**src/rtl/pe_relay_pkg.sv**
```systemverilog
// -----------------------------------------------------------------------------
// pe_relay_pkg
//   Shared constants for the pass-through PE tile:
//   - default tile geometry (word width, channel count, FIFO depth)
//   - channel index names (east = 0, south = 1)
//   - an elaboration-time helper for validating the FIFO depth
// -----------------------------------------------------------------------------
package pe_relay_pkg;

  localparam int DATA_WIDTH_DEF = 130;
  localparam int NUM_CH_DEF     = 2;
  localparam int DEPTH_DEF      = 4;

  localparam int CH_EAST  = 0;
  localparam int CH_SOUTH = 1;

  // True when v is a positive power of two.
  function automatic bit is_pow2(input int v);
    return (v > 0) && ((v & (v - 1)) == 0);
  endfunction

endpackage : pe_relay_pkg

```
**src/rtl/pe_relay_fifo.sv**
```systemverilog
// -----------------------------------------------------------------------------
// pe_relay_fifo
//   Single-channel elastic FIFO used by each pe_relay channel.
//   Full/empty are derived from the occupancy counter, so the pointers only
//   need log2(DEPTH) bits and wrap naturally.
//
// Ports
//   clk, rst_n      clock, asynchronous active-low reset
//   flush_i         synchronous clear of pointers and count (storage kept)
//   push_data_i     word to enqueue
//   push_valid_i    upstream valid
//   push_ready_o    upstream ready (not full and not flushing)
//   pop_i           dequeue request; ignored while empty or flushing
//   head_o          entry at the read pointer, read from registered storage
//   not_empty_o     at least one entry stored
//   count_o         number of stored entries, 0..DEPTH
// -----------------------------------------------------------------------------
module pe_relay_fifo
  import pe_relay_pkg::*;
#(
  parameter  int DATA_WIDTH = DATA_WIDTH_DEF,
  parameter  int DEPTH      = DEPTH_DEF,
  localparam int CNT_W      = $clog2(DEPTH + 1),
  localparam int PTR_W      = $clog2(DEPTH)
) (
  input  logic                  clk,
  input  logic                  rst_n,
  input  logic                  flush_i,
  input  logic [DATA_WIDTH-1:0] push_data_i,
  input  logic                  push_valid_i,
  output logic                  push_ready_o,
  input  logic                  pop_i,
  output logic [DATA_WIDTH-1:0] head_o,
  output logic                  not_empty_o,
  output logic [CNT_W-1:0]      count_o
);

  localparam logic [CNT_W-1:0] FULL_CNT = CNT_W'(DEPTH);

  logic [DATA_WIDTH-1:0] mem_q [DEPTH];
  logic [PTR_W-1:0]      wr_ptr_q, wr_ptr_d;
  logic [PTR_W-1:0]      rd_ptr_q, rd_ptr_d;
  logic [CNT_W-1:0]      count_q,  count_d;

  logic full;
  logic do_push;
  logic do_pop;

  assign full        = (count_q == FULL_CNT);
  assign not_empty_o = (count_q != '0);
  assign count_o     = count_q;
  assign head_o      = mem_q[rd_ptr_q];

  // No full-bypass: a pop in the same cycle does not reopen a full FIFO,
  // which keeps push_ready_o free of any path from the downstream side.
  assign push_ready_o = !full && !flush_i;
  assign do_push      = push_valid_i && push_ready_o;
  assign do_pop       = pop_i && not_empty_o && !flush_i;

  // NOTE: every variable gets its hold value first, so no path through this
  // block leaves a signal unassigned and no latch is inferred.
  always_comb begin
    wr_ptr_d = wr_ptr_q;
    rd_ptr_d = rd_ptr_q;
    count_d  = count_q;
    if (flush_i) begin
      wr_ptr_d = '0;
      rd_ptr_d = '0;
      count_d  = '0;
    end else begin
      if (do_push) wr_ptr_d = wr_ptr_q + PTR_W'(1);
      if (do_pop)  rd_ptr_d = rd_ptr_q + PTR_W'(1);
      if (do_push && !do_pop)      count_d = count_q + CNT_W'(1);
      else if (do_pop && !do_push) count_d = count_q - CNT_W'(1);
    end
  end

  // NOTE: sequential state uses non-blocking assignments so every register
  // samples the pre-edge values regardless of statement order.
  always_ff @(posedge clk or negedge rst_n) begin
    if (!rst_n) begin
      wr_ptr_q <= '0;
      rd_ptr_q <= '0;
      count_q  <= '0;
    end else begin
      wr_ptr_q <= wr_ptr_d;
      rd_ptr_q <= rd_ptr_d;
      count_q  <= count_d;
    end
  end

  // NOTE: storage is reset because the tile must present all-zero data out of
  // reset; this keeps it in flops rather than a RAM macro, which suits the
  // small depths this tile is built with.
  always_ff @(posedge clk or negedge rst_n) begin
    if (!rst_n) begin
      for (int i = 0; i < DEPTH; i++) mem_q[i] <= '0;
    end else if (do_push) begin
      mem_q[wr_ptr_q] <= push_data_i;
    end
  end

endmodule : pe_relay_fifo

```
**src/rtl/pe_relay.sv**
```systemverilog
// -----------------------------------------------------------------------------
// pe_relay
//   Pass-through processing-element tile that fills an empty PE slot. Carries
//   NUM_CH independent channels (channel 0 = east, channel 1 = south by
//   default) across the tile, each through its own DEPTH-entry FIFO.
//
// Ports
//   clk        clock, rising edge
//   reset      asynchronous active-low reset
//   ap_start   output enable; while low no channel presents data
//   flush      synchronous clear of all FIFOs (contents kept, pointers zeroed)
//   in_data    channel c at [c*DATA_WIDTH +: DATA_WIDTH]
//   in_valid   per-channel upstream valid
//   in_ready   per-channel upstream ready
//   out_data   per-channel head word (shown even while ap_start is low)
//   out_valid  per-channel downstream valid
//   out_ready  per-channel downstream ready
//   occupancy  per-channel entry count at [c*CNT_W +: CNT_W]
// -----------------------------------------------------------------------------
module pe_relay
  import pe_relay_pkg::*;
#(
  parameter  int DATA_WIDTH = DATA_WIDTH_DEF,
  parameter  int NUM_CH     = NUM_CH_DEF,
  parameter  int DEPTH      = DEPTH_DEF,
  localparam int CNT_W      = $clog2(DEPTH + 1)
) (
  input  logic                         clk,
  input  logic                         reset,
  input  logic                         ap_start,
  input  logic                         flush,
  input  logic [NUM_CH*DATA_WIDTH-1:0] in_data,
  input  logic [NUM_CH-1:0]            in_valid,
  output logic [NUM_CH-1:0]            in_ready,
  output logic [NUM_CH*DATA_WIDTH-1:0] out_data,
  output logic [NUM_CH-1:0]            out_valid,
  input  logic [NUM_CH-1:0]            out_ready,
  output logic [NUM_CH*CNT_W-1:0]      occupancy
);

  // A depth below two cannot stream at full rate because in_ready drops at
  // full; a non-power-of-two depth would break the natural pointer wrap.
  if (!is_pow2(DEPTH) || (DEPTH < 2)) begin : g_bad_depth
    $error("pe_relay: DEPTH=%0d must be a power of two and >= 2", DEPTH);
  end

  logic [NUM_CH-1:0] not_empty;

  for (genvar c = 0; c < NUM_CH; c++) begin : g_ch
    pe_relay_fifo #(
      .DATA_WIDTH (DATA_WIDTH),
      .DEPTH      (DEPTH)
    ) u_fifo (
      .clk          (clk),
      .rst_n        (reset),
      .flush_i      (flush),
      .push_data_i  (in_data[c*DATA_WIDTH +: DATA_WIDTH]),
      .push_valid_i (in_valid[c]),
      .push_ready_o (in_ready[c]),
      .pop_i        (out_valid[c] && out_ready[c]),
      .head_o       (out_data[c*DATA_WIDTH +: DATA_WIDTH]),
      .not_empty_o  (not_empty[c]),
      .count_o      (occupancy[c*CNT_W +: CNT_W])
    );

    // Gating only valid (not the pop path inside the FIFO) holds data in
    // place while ap_start is low and keeps the head word visible.
    assign out_valid[c] = not_empty[c] && ap_start;
  end

endmodule : pe_relay

```
**config.mk**
```make
export PLATFORM = sky130hd
export DESIGN_NAME = pe_relay
export DESIGN_NICKNAME = d
export VERILOG_FILES = /design/src/rtl/pe_relay_pkg.sv /design/src/rtl/pe_relay_fifo.sv /design/src/rtl/pe_relay.sv
export SDC_FILE = /design/constraint.sdc
export NUM_CORES = 1
export LEC_CHECK = 0
export BUFFER_PORTS_ARGS = -buffer_cell sky130_fd_sc_hd__buf_2
export CAP_MARGIN = 20
export CORE_MARGIN = 3
export CORE_UTILIZATION = 44
export CTS_CLUSTER_SIZE = 16
export DETAILED_ROUTE_END_ITERATION = 7
export HOLD_SLACK_MARGIN = 0.02
export SKIP_CTS_REPAIR_TIMING = 1
export SYNTH_ARGS = -nofsm -noshare
export SYNTH_HDL_FRONTEND = slang
export SYNTH_SLANG_ARGS = --single-unit
```
**constraint.sdc**
```tcl
create_clock -name clk -period 3.3 [get_ports clk]
set_input_delay 0.165 -clock clk [delete_from_list [all_inputs] [get_ports clk]]
set_output_delay 0.165 -clock clk [all_outputs]
set_load 0.03 [all_outputs]
```
Word level (Yosys, flattened, before mapping)
Cells that the tools add are included.
W data, S select, Z words.
{"block": "totals", "regBits": 1054, "input_bits": 268, "output_inout_bits": 270, "wordCells": 93}
{"block": "classes", "addsub": 8, "n_lt_le_gt_ge": 6, "n_eq_ne": 2, "muxes": 26, "n_bitwise": 4, "n_reduce_logical": 33}
{"operator": "$bwmux W520", "count": 2}
{"operator": "$mux W130", "count": 6}
{"operator": "$bmux W130 S2", "count": 2}
{"operator": "$demux W130 S2", "count": 2}
{"operator": "$logic_and A1 B1 Y1", "count": 18}
{"operator": "$mux W3", "count": 6}
{"operator": "$mux W2", "count": 8}
{"operator": "$ge A3 B3 Y1 const B", "count": 4}
{"operator": "$not A2 Y3", "count": 4}
{"operator": "$reduce_bool A3 Y1", "count": 4}
{"operator": "$add A2 B1 Y2 const B", "count": 4}
{"operator": "$reduce_bool A2 Y1", "count": 4}
{"operator": "$logic_not A1 Y1", "count": 7}
{"operator": "$add A3 B1 Y3 const B", "count": 2}
{"operator": "$eq A3 B3 Y1 const B", "count": 2}
{"operator": "$lt A3 B1 Y1 const B", "count": 2}
{"operator": "$sub A3 B1 Y3 const B", "count": 2}

Longest topological paths before layout
Gate-level depths: netlist (run 1).
{"block": "depth", "word_depth": 9, "mapped_depth": 8, "mapped_depth_nobuf": 8}

Modules after synthesis
A second synthesis (run 1) with hierarchy kept.
{"block": "unflattened", "cells_unflattened": 2639, "area_unflattened_um2": 49733.9}
{"mod": "pe_relay_fifo (g_ch[0].u_fifo)", "n_inst": 1, "cells_per_inst": 1317, "area_each_um2": 24979.0, "seq_area_each_um2": 13187.6}
{"mod": "pe_relay_fifo (g_ch[1].u_fifo)", "n_inst": 1, "cells_per_inst": 1318, "area_each_um2": 24727.5, "seq_area_each_um2": 13187.6}
{"mod": "pe_relay", "n_inst": 1, "cells_per_inst": 4, "area_each_um2": 27.5, "seq_area_each_um2": 0.0}

Least setup slack after synthesis (run 1)
No wires, ideal clock.
{"block": "synth_timing", "path_kind": "register -> register", "start": "reg g_ch[0].u_fifo.count_q[1]", "end": "reg g_ch[0].u_fifo.count_q[1]", "setup_time_ns": 0.116, "arrival_time_ns": 2.499, "path_slack_ns": 0.685, "path_stages_with_launch": 7, "synth_period_minus_slack_ns": 2.615, "cell_sequence": "dfrtp_1 > nor2_2 > a211oi_4 > nor2b_1 > fa_1 > or4b_2 > o311ai_0"}
{"block": "synth_via", "elab_chain_len": 9, "word_cells_on_any_way": 19, "classes_between": "add/sub (2); eq/ne (1); mux (3); reduce/logical (13)"}
{"element": "start: declaration", "line_no": "pe_relay_fifo.sv:43", "rtl": "logic [CNT_W-1:0] count_q, count_d;"}
{"element": "start signal: assignment", "line_no": "pe_relay_fifo.sv:88", "rtl": "count_q <= count_d;"}
{"element": "branches (longest 9 deep; another with $sub A3 B1 Y3)"}
Parallel ways; which one is timed is not known. The select of a mux whose other input is x is not followed.
A chain may end at the register's enable or synchronous reset.

Worst setup path in the final report (run 1)
{"block": "layout_timing", "start": "reg g_ch[0].u_fifo.count_q[0]", "end": "reg g_ch[0].u_fifo.count_q[2]"}
The elaborated chain is that of the path after synthesis.

==> run_results.csv, run 1 <==
group,metric,value,unit
status,status,"complete, no violations",
clocking,cts-root-buf,"clkbuf_16",
final_layout,multiInputGateArea,18300,sq um
power_and_ir_drop,p_total,52.7,mW
final_layout,final.fill_count,8117,
sta,tightestPinTransition,0.790,ns
clocking,clk_pin_slew,0.06,ns
detailed_routing,drc,0,
clocking,cts.sinks,1054,
logic_synthesis,synth.top_cell.area_share,58.0,%
final_layout,stdcell_area,56700,sq um
worst_hold_path,holdPathStages,5,
placement,gp_congestion,0.786,
logic_synthesis,yosysWarnings,0,
setup_path,ff2ff_setup_slack,0.18,ns
clocking,clk_path_buf_depth,3,
power_and_ir_drop,power_density,929,nW/um^2
sta,fin_skew,0.0329,ns
placement,dpl.hpwl,75100,um
setup_path,r2r_start,"g_ch[0].u_fifo.count_o[0]",
logic_synthesis,syn_area,45500,sq um
sta,slew_violations,0,
setup_path,end_kind,"flop",
logic_synthesis,synth_compound_area_share,0.300,%
logic_synthesis,synth.avg_cell_area,17.3,sq um
sta,setup_slack,0.176,ns
logic_synthesis,ys_ff_latch,1054,
power_and_ir_drop,leakage,25.6,nW
logic_synthesis,synth_top_cell_by_area,"dfrtp_1",
sta,rsz0062_at_grt,"no",
floorplan,die-area,107000,sq um
power_and_ir_drop,irDropWorstVdd,0.621,mV
setup_path,cp_max_fo,9,
clocking,clock_latency,0.69,ns
detailed_routing,viasPerCell,5.35,
sta,fin_crit_sh,94.7,%
detailed_routing,postRouteAntennaNets,0,
setup_path,worstPathArrival,3.71,ns
global_route,grt_use_total,21.2,%
logic_synthesis,yosys.area_share.simple,0.537,%
logic_synthesis,ys_seq_area_share,58.0,%
floorplan,core,102000,sq um
floorplan,io_pins,538,
placement,placed_area,50300,sq um
clocking,htreeDepth,3,
sta,finalHoldViolations,0,
setup_path,critical_path_required,3.89,ns
logic_synthesis,synth_top_family_by_area,"multiplexers",
sta,min_period,3.12,ns
global_route,grt_overflow,0,
detailed_routing,dr.pass1.iters,5,
logic_synthesis,synth-xor-area-share,0.212,%
job,drv_cap,0,
logic_synthesis,synthArstFlopShare,100,%
global_route,antenna_found_initial,12,
setup_path,rr_endpoint,"g_ch[0].u_fifo.count_o[2]",
clocking,cts_tree,"yes",
worst_hold_path,min_to,"g_ch[1].u_fifo.count_o[1]",
logic_synthesis,synthFlopType,"dfrtp_1",
logic_synthesis,synthAdderAreaFrac,0.308,%
logic_synthesis,synth_edf_count,0,
final_layout,final_nets,3732,
final_layout,regArea,26400,sq um
final_layout,area_growth,24.7,%
logic_synthesis,synth_mux_area_share,38.7,%
clocking,cts_buffers,114,
worst_hold_path,worstHoldPathType,"in -> reg",
logic_synthesis,synthTopCellsByArea,"dfrtp_1, mux2_2, mux4_2",
sta,setup_tns,0,ns
placement,port_buffers,537,
global_route,grt_pass1_vias,29200,
floorplan,start_util,44.5,%
logic_synthesis,synth_nets,2906,
floorplan,die_w,327,um
detailed_routing,drt_iter0_drc,1172,
floorplan,die_y,327,um
sta,max_freq,0.320,GHz
final_layout,drive_above_1_share,56.4,%
placement,place_ws,0.591,ns
floorplan,rows,117,
global_route,grt_pass1_wl,175000,um
detailed_routing,wl,114000,um
detailed_routing,wire_per_inst,23.1,um
setup_path,start_kind,"flop",
logic_synthesis,synth_cell_type_count,37,
detailed_routing,vias,26400,
sta,setup_violations,0,
global_route,grt_max_degree,117,
setup_path,critPathKind,"reg -> reg",
setup_path,r2r_cells,9,
worst_hold_path,hold_start,"out_ready[1]",
sta,slew_headroom,47.3,%
logic_synthesis,syn_inst,2628,
-- cells by family after synthesis --
logic type,Yosys count
compound gates,17
xor+xnor,11
fa+ha+maj,10
buf+inv,188
flops,1054
mux,1302
simple gates,46
-- state kept, by name (all words and copies together) (netlist names) --
name                  cells
g_ch.u_fifo.mem_q      1040
g_ch.u_fifo.count_o       6
g_ch.u_fifo.rd_ptr_q      4
g_ch.u_fifo.wr_ptr_q      4
-- per-layer routing --
layer / GRT usage, % / vias up / share of wire (%)
met5: 0 / - / 0.018
met1: 25.5 / 14100 / 40
met2: 36.2 / 589 / 51
met3: 6.97 / 149 / 6.5
li1: - / 11500 / -
met4: 6.48 / 4 / 2.3
-- metrics by stage --
stage	cells	hold WS, ns	util, %
after detailed placement	4440	0.262	49.2
after CTS	4650	-0.510	52.8
after global routing	4919	0.0666	55.5
after floorplan	2628	-0.131	-
final	4926	0.0331	55.5
after global placement	4440	0.251	49.2
-- worst max path at each step --
stage	startpoint	endpoint	slack, ns	depth (start not counted)
CTS	g_ch[1].u_fifo.rd_ptr_q[0]	out_data[232]	0.34	3
finish	g_ch[0].u_fifo.count_o[0]	g_ch[0].u_fifo.count_o[2]	0.18	9
global route	g_ch[0].u_fifo.count_o[0]	g_ch[0].u_fifo.count_o[2]	0.09	9
global placement	g_ch[1].u_fifo.count_o[2]	g_ch[1].u_fifo.count_o[2]	0.69	7
detailed placement	g_ch[1].u_fifo.count_o[2]	g_ch[1].u_fifo.count_o[2]	0.59	7
floorplan	g_ch[0].u_fifo.count_o[1]	g_ch[0].u_fifo.count_o[1]	0.69	6
-- final cells by class --
class / count / share of cell area [%]
Antenna cell: 10 / 0.0442
Clock buffer: 176 / 6.03
Clock inverter: 34 / 0.492
Inverter: 9 / 0.0596
Multi-Input combinational cell: 1386 / 32.3
Sequential cell: 1054 / 46.6
Tap cell: 1368 / 3.02
Timing Repair Buffer: 889 / 11.5
-- placed cells by master (no fill, tap or decap), types with 3 or more instances in the layout --
master            n
clkbuf_8         29
dfrtp_1        1050
xnor2_1           8
mux4_2          261
mux2_1          119
xor2_1            3
a21oi_1           4
buf_2           536
inv_6             3
nor2b_1           5
dfrtp_4           4
nand2_1           8
nor2_1           11
clkbuf_16       116
mux2_2          921
buf_12           41
clkinv_8          3
inv_1             9
clkinvlp_4        4
ha_1              8
nand2_8           4
clkbuf_1         31
buf_4            45
dlygate4sd3_1   266
nand2b_1          5
diode_2          10
nand2_4           4
clkinv_2         21
-- power breakdown --
| group | leakage, nW | switching [mW] | total [mW] | internal, mW |
|---|---|---|---|---|
| Combinational | 10.6 | 9.40 | 18.5 | 9.06 |
| Sequential | 13.2 | 2.95 | 21.8 | 18.8 |
| Clock | 1.82 | 5.15 | 12.4 | 7.26 |
| Total | 25.6 | 17.5 | 52.7 | 35.2 |
-- critical path, stage by stage (launching register included) --
cell,delay (ns)
dfrtp_1,0.45
nor2_2,0.12
a211oi_4,0.24
buf_4,0.30
nor2b_1,0.21
fa_1,0.25
or4b_2,0.60
a21o_1,0.20
dlygate4sd3_1,0.56
a21oi_1,0.12
-- Yosys cell counts, types with 3 or more instances --
master    instances
mux2_1          119
ha_1              8
a21oi_1           4
xnor2_1           8
nand2b_1          5
mux4_2          261
inv_1             9
mux2_2          921
buf_1            14
nand2_2           4
buf_2           122
clkbuf_1         41
nor2_1           11
nor2b_1           5
dfrtp_1        1054
xor2_1            3
nand2_1          12
Note: power is estimated with default switching activity, not from simulation.
==> run 2, diff against run 1 <==
--- a/config.mk
+++ b/config.mk
@@ -5,13 +5,15 @@
 export SDC_FILE = /design/constraint.sdc
 export NUM_CORES = 1
 export LEC_CHECK = 0
-export BUFFER_PORTS_ARGS = -buffer_cell sky130_fd_sc_hd__buf_2
 export CAP_MARGIN = 20
+export CORE_ASPECT_RATIO = 0.5
 export CORE_MARGIN = 3
 export CORE_UTILIZATION = 44
 export CTS_CLUSTER_SIZE = 16
 export DETAILED_ROUTE_END_ITERATION = 7
+export DONT_BUFFER_PORTS = 1
 export HOLD_SLACK_MARGIN = 0.02
+export REMOVE_ABC_BUFFERS = 1
 export SKIP_CTS_REPAIR_TIMING = 1
 export SYNTH_ARGS = -nofsm -noshare
 export SYNTH_HDL_FRONTEND = slang
==> run 2 against run 1 <==
  * Critical path depth fell by 1
  * Sequential power barely moved
  * Global-route usage decreased by 2.1 points
  * Clock skew down 0.020 ns
  * Routed wire length shrank 8.3%
  * Largest power group unchanged
  * Highest routed layer unchanged
==> run_results.csv, run 2 (synthesis results as in run 1) <==
group,metric,value,unit
status,status,"complete, no violations",
clocking,clk_pin_slew,0.07,ns
global_route,grt_use_total,19.1,%
clocking,cts.sinks,1054,
final_layout,final.fill_count,8121,
global_route,grt_pass1_vias,24500,
placement,dpl.hpwl,64600,um
floorplan,die-area,107000,sq um
setup_path,worstPathArrival,3.65,ns
global_route,grt_pass1_wl,157000,um
setup_path,end_kind,"flop",
floorplan,die_w,461,um
setup_path,start_kind,"flop",
sta,fin_crit_sh,92.2,%
sta,tightestPinTransition,1.13,ns
detailed_routing,viasPerCell,5.54,
detailed_routing,postRouteAntennaNets,0,
detailed_routing,dr.pass1.iters,4,
floorplan,start_util,44.9,%
final_layout,regMostFlops,"g_ch.u_fifo.mem_q",
worst_hold_path,worstHoldPathType,"in -> reg",
setup_path,path_cells,"nor2_2, a211oi_4, nor2b_1, fa_1, or4b_2, a21o_1, a21oi_1, dlygate4sd3_1",
final_layout,largest_register_ffs,1040,
setup_path,critical_path_required,3.91,ns
power_and_ir_drop,irDropWorstVdd,0.457,mV
sta,setup_violations,0,
final_layout,final_common_cell,"dfrtp_1",
clocking,clk_path_buf_depth,3,
placement,place_ws,0.709,ns
global_route,grt_max_degree,1055,
sta,setup_slack,0.257,ns
power_and_ir_drop,leakage,23.2,nW
global_route,antenna_found_initial,6,
setup_path,slowest_stage,"dfrtp_1",
sta,max_freq,0.329,GHz
sta,rsz0062_at_grt,"no",
sta,fin_skew,0.0126,ns
floorplan,io_pins,538,
setup_path,cp_slowest_stage_delay,0.64,ns
detailed_routing,drc,0,
clocking,cts_tree,"yes",
placement,gp_congestion,0.761,
placement,port_buffers,0,
detailed_routing,drt_iter0_drc,1063,
detailed_routing,vias,23900,
detailed_routing,wire_per_inst,24.2,um
power_and_ir_drop,p_total,49.7,mW
global_route,grt_overflow,0,
job,drv_cap,0,
setup_path,cp_max_fo,7,
floorplan,die_y,233,um
sta,min_period,3.04,ns
clocking,cts-root-buf,"clkbuf_16",
sta,slew_violations,0,
power_and_ir_drop,power_density,931,nW/um^2
final_layout,layout_common_cells,"dfrtp_1, mux2_2, dlygate4sd3_1, mux4_2, mux2_1",
final_layout,utilization,52.7,%
final_layout,stdcell_count,4311,
detailed_routing,wl,104000,um
clocking,htreeDepth,3,
placement,dp_cells,3853,
setup_path,critPathTopFamily,"simple AND/OR/NAND/NOR gates",
clocking,cts_buffers,95,
sta,slew_headroom,24.8,%
floorplan,core,101000,sq um
final_layout,area_growth,17.5,%
setup_path,critPathKind,"reg -> reg",
final_layout,drive_above_1_share,48.1,%
floorplan,rows,82,
sta,finalHoldViolations,0,
final_layout,final_nets,3161,
clocking,clock_latency,0.68,ns
setup_path,path_buf_inv,1,
setup_path,ff2ff_setup_slack,0.26,ns
## run 2: cell type report
type,count,area (sq um),area share [%]
flip-flops and latches,1054,26400,49.4
multi-input cells,1386,18300,34.3
repair buffers,337,3710,6.94
clock buffers,141,2880,5.38
well taps,1344,1680,3.15
clock inverters,36,415,0.778
inverters,9,33.8,0.0632
diodes,4,10.0,0.0187
## run 2: stage by stage
step	setup TNS, ns	instance area, sq um	hold slack, ns
5_1_grt	0	53400	0.0918
2_1_floorplan	-1273.63	44600	-0.131
6_report	0	53400	0.121
3_3_place_gp	0	47200	-0.109
3_5_place_dp	0	47200	-0.108
4_1_cts	0	50500	-0.873
## run 2: report_power, final
group / switching (mW) / leakage (nW) / total [mW] / internal [mW]
clock: 4.98 / 1.61 / 11.7 / 6.68
sequential: 2.79 / 13.2 / 21.6 / 18.8
combinational: 8.72 / 8.38 / 16.5 / 7.75
total: 16.5 / 23.2 / 49.7 / 33.2
## run 2: worst reg2reg max path, cell delays in order, from the launching register on
cell,delay [ns]
dfrtp_1,0.64
nor2_2,0.15
a211oi_4,0.27
nor2b_1,0.20
fa_1,0.25
or4b_2,0.60
a21o_1,0.19
a21oi_1,0.11
dlygate4sd3_1,0.57
## run 2: final timing paths
kind / depth (start not counted) / to / start
min in group asynchronous: 3 / g_ch[1].u_fifo.mem_q[179] / reset
worst max-delay path: 8 / g_ch[0].u_fifo.count_o[2] / g_ch[0].u_fifo.count_o[0]
worst min register to register: 1 / g_ch[0].u_fifo.mem_q[186] / g_ch[0].u_fifo.mem_q[186]
max in group asynchronous: 5 / g_ch[0].u_fifo.mem_q[405] / reset
worst min-delay path: 3 / g_ch[1].u_fifo.mem_q[339] / flush
worst max register to register: 8 / g_ch[0].u_fifo.count_o[2] / g_ch[0].u_fifo.count_o[0]
## run 2: layer usage
metal	global-route usage, %	share of wire [%]	vias to the layer above	wire length [um]
met4	6.90	3.5	2	3690
met5	0	0.012	-	13
li1	-	-	10400	-
met1	23.0	40	13100	41800
met2	33.8	53	312	55200
met3	4.21	3.3	155	3420
==> run 3, diff against run 2 <==
--- a/config.mk
+++ b/config.mk
@@ -7,12 +7,12 @@
 export LEC_CHECK = 0
 export CAP_MARGIN = 20
 export CORE_ASPECT_RATIO = 0.5
-export CORE_MARGIN = 3
 export CORE_UTILIZATION = 44
 export CTS_CLUSTER_SIZE = 16
 export DETAILED_ROUTE_END_ITERATION = 7
 export DONT_BUFFER_PORTS = 1
 export HOLD_SLACK_MARGIN = 0.02
+export PLACE_DENSITY = 0.63
 export REMOVE_ABC_BUFFERS = 1
 export SKIP_CTS_REPAIR_TIMING = 1
 export SYNTH_ARGS = -nofsm -noshare
==> run 3 against run 2 <==
  * The flow now finishes with violations (hold timing, slew limit)
  * Clock power is essentially flat
  * Maximum frequency grew 8.5%
  * Routed wire length shrank 1.5%
  * Die area shrank 2.6%
  * Cell count is essentially flat
  * First-iteration DRC count grew 8.7%
  * Clock skew grew 0.0059 ns
  * Non-clock buffer count shrank 1
  * Global-route usage grew 0.73 points
  * Via count grew 0.33%
  * Design area is essentially flat
  * Worst setup slack gained 0.24 ns
  * Critical path type is now reg -> out
  * Largest cell class unchanged
==> run_results.csv, run 3 (synthesis results as in run 1) <==
group,metric,value,unit
setup_path,slowest_stage,"dfrtp_4",
placement,place_ws,0.577,ns
floorplan,io_pins,538,
final_layout,stdcell_count,4307,
sta,finalHoldViolations,418,
final_layout,area_growth,17.5,%
clocking,htreeDepth,3,
clocking,cts_tree,"yes",
detailed_routing,wl,103000,um
power_and_ir_drop,irDropWorstVdd,0.466,mV
floorplan,die_w,457,um
final_layout,drive_above_1_share,48.2,%
placement,port_buffers,0,
global_route,grt_pass1_vias,25200,
detailed_routing,drt_iter0_drc,1155,
clocking,cts.sinks,1054,
setup_path,cp_slowest_stage_delay,0.75,ns
sta,fin_crit_sh,85.0,%
sta,fin_skew,0.0185,ns
status,violations,"hold timing, slew limit",
detailed_routing,postRouteAntennaNets,0,
floorplan,rows,82,
floorplan,die_y,229,um
placement,dp_cells,3856,
detailed_routing,drc,0,
sta,holdWs,-0.832,ns
final_layout,regMostFlops,"g_ch.u_fifo.mem_q",
floorplan,core,101000,sq um
detailed_routing,viasPerCell,5.56,
final_layout,final_nets,3160,
global_route,grt_pass1_wl,159000,um
clocking,cts_buffers,95,
global_route,antenna_found_initial,5,
placement,gp_congestion,0.795,
setup_path,cp_max_fo,46,
clocking,clock_latency,0.70,ns
setup_path,worstPathArrival,2.64,ns
sta,min_period,2.80,ns
final_layout,largest_register_ffs,1040,
global_route,grt_use_total,19.8,%
sta,setup_slack,0.495,ns
final_layout,final_common_cell,"dfrtp_1",
setup_path,critPathKind,"reg -> out",
sta,max_freq,0.357,GHz
placement,dpl.hpwl,64000,um
sta,rsz0062_at_grt,"no",
detailed_routing,wire_per_inst,23.8,um
clocking,clk_pin_slew,0.06,ns
setup_path,path_buf_inv,1,
global_route,grt_max_degree,1055,
power_and_ir_drop,leakage,23.2,nW
power_and_ir_drop,power_density,930,nW/um^2
clocking,clk_path_buf_depth,3,
worst_hold_path,worstHoldPathType,"in -> async",
clocking,cts-root-buf,"clkbuf_16",
setup_path,path_cells,"buf_12, mux4_2",
sta,setup_violations,0,
setup_path,critical_path_required,3.13,ns
sta,tightestPinTransition,1.66,ns
setup_path,start_kind,"flop",
floorplan,die-area,105000,sq um
detailed_routing,vias,24000,
sta,slew_violations,294,
final_layout,layout_common_cells,"dfrtp_1, mux2_2, dlygate4sd3_1, mux4_2, mux2_1",
global_route,grt_overflow,0,
sta,slew_headroom,-10.9,%
setup_path,critPathTopFamily,"flip-flops",
job,drv_cap,0,
setup_path,end_kind,"primary output",
status,status,"finished with violations",
floorplan,start_util,44.9,%
detailed_routing,dr.pass1.iters,4,
run 3: cell types whose count changed in the layout (fill, tap and decap cells not counted), sizes merged:
cell / previous run / this run
bufinv: 8 / 7
clkinvlp: 8 / 4
clkinv: 16 / 19
inv: 13 / 14
clkbuf: 141 / 138
diode: 4 / 5
dlygate4sd3: 270 / 269
run 3: layout make-up:
class | count | area [sq um]
multi-input cells | 1386 | 18300
clock buffers | 138 | 2830
clock inverters | 35 | 432
flip-flops and latches | 1054 | 26400
well taps | 1344 | 1680
inverters | 9 | 33.8
fillers | 8192 | 47900
repair buffers | 336 | 3710
diodes | 5 | 12.5
run 3: power by group:
group / internal (mW) / switching [mW] / total [mW]
clock network: 6.54 / 5.08 / 11.6
registers: 18.8 / 2.83 / 21.6
logic: 7.77 / 8.62 / 16.4
total: 33.1 / 16.5 / 49.7
run 3: path summary, 6_finish.rpt:
check                      slack (ns)                          to  cells past startpoint                        from
max                              0.50               out_data[109]                      2  g_ch[0].u_fifo.rd_ptr_q[0]
min                             -0.83   g_ch[1].u_fifo.mem_q[421]                      0                       reset
max reg2reg                      0.54   g_ch[1].u_fifo.count_o[2]                      7   g_ch[1].u_fifo.count_o[1]
min reg2reg                      0.49   g_ch[0].u_fifo.mem_q[353]                      1   g_ch[0].u_fifo.mem_q[353]
max in group asynchronous        0.76  g_ch[0].u_fifo.rd_ptr_q[0]                      3                       reset
min in group clk                 0.14   g_ch[1].u_fifo.mem_q[394]                      3                 in_valid[1]
run 3: stage by stage:
stage / cell area, sq um / utilization, % / total power, mW / setup TNS [ns]
3_3_place_gp: 47300 / 46.7 / 37.2 / 0
3_5_place_dp: 47300 / 46.7 / 37.9 / 0
4_1_cts: 50600 / 49.9 / 49.6 / 0
6_report: 53400 / 52.7 / 49.7 / 0
5_1_grt: 53400 / 52.7 / 52.2 / 0
2_1_floorplan: 44600 / - / 34.6 / -1273.63
run 3: layer usage:
layer | part of all wire (%) | global-route usage (%)
met2 | 53 | 35.7
met3 | 3.0 | 4.11
met5 | 0.0097 | 0
met4 | 2.7 | 5.46
met1 | 41 | 24.1
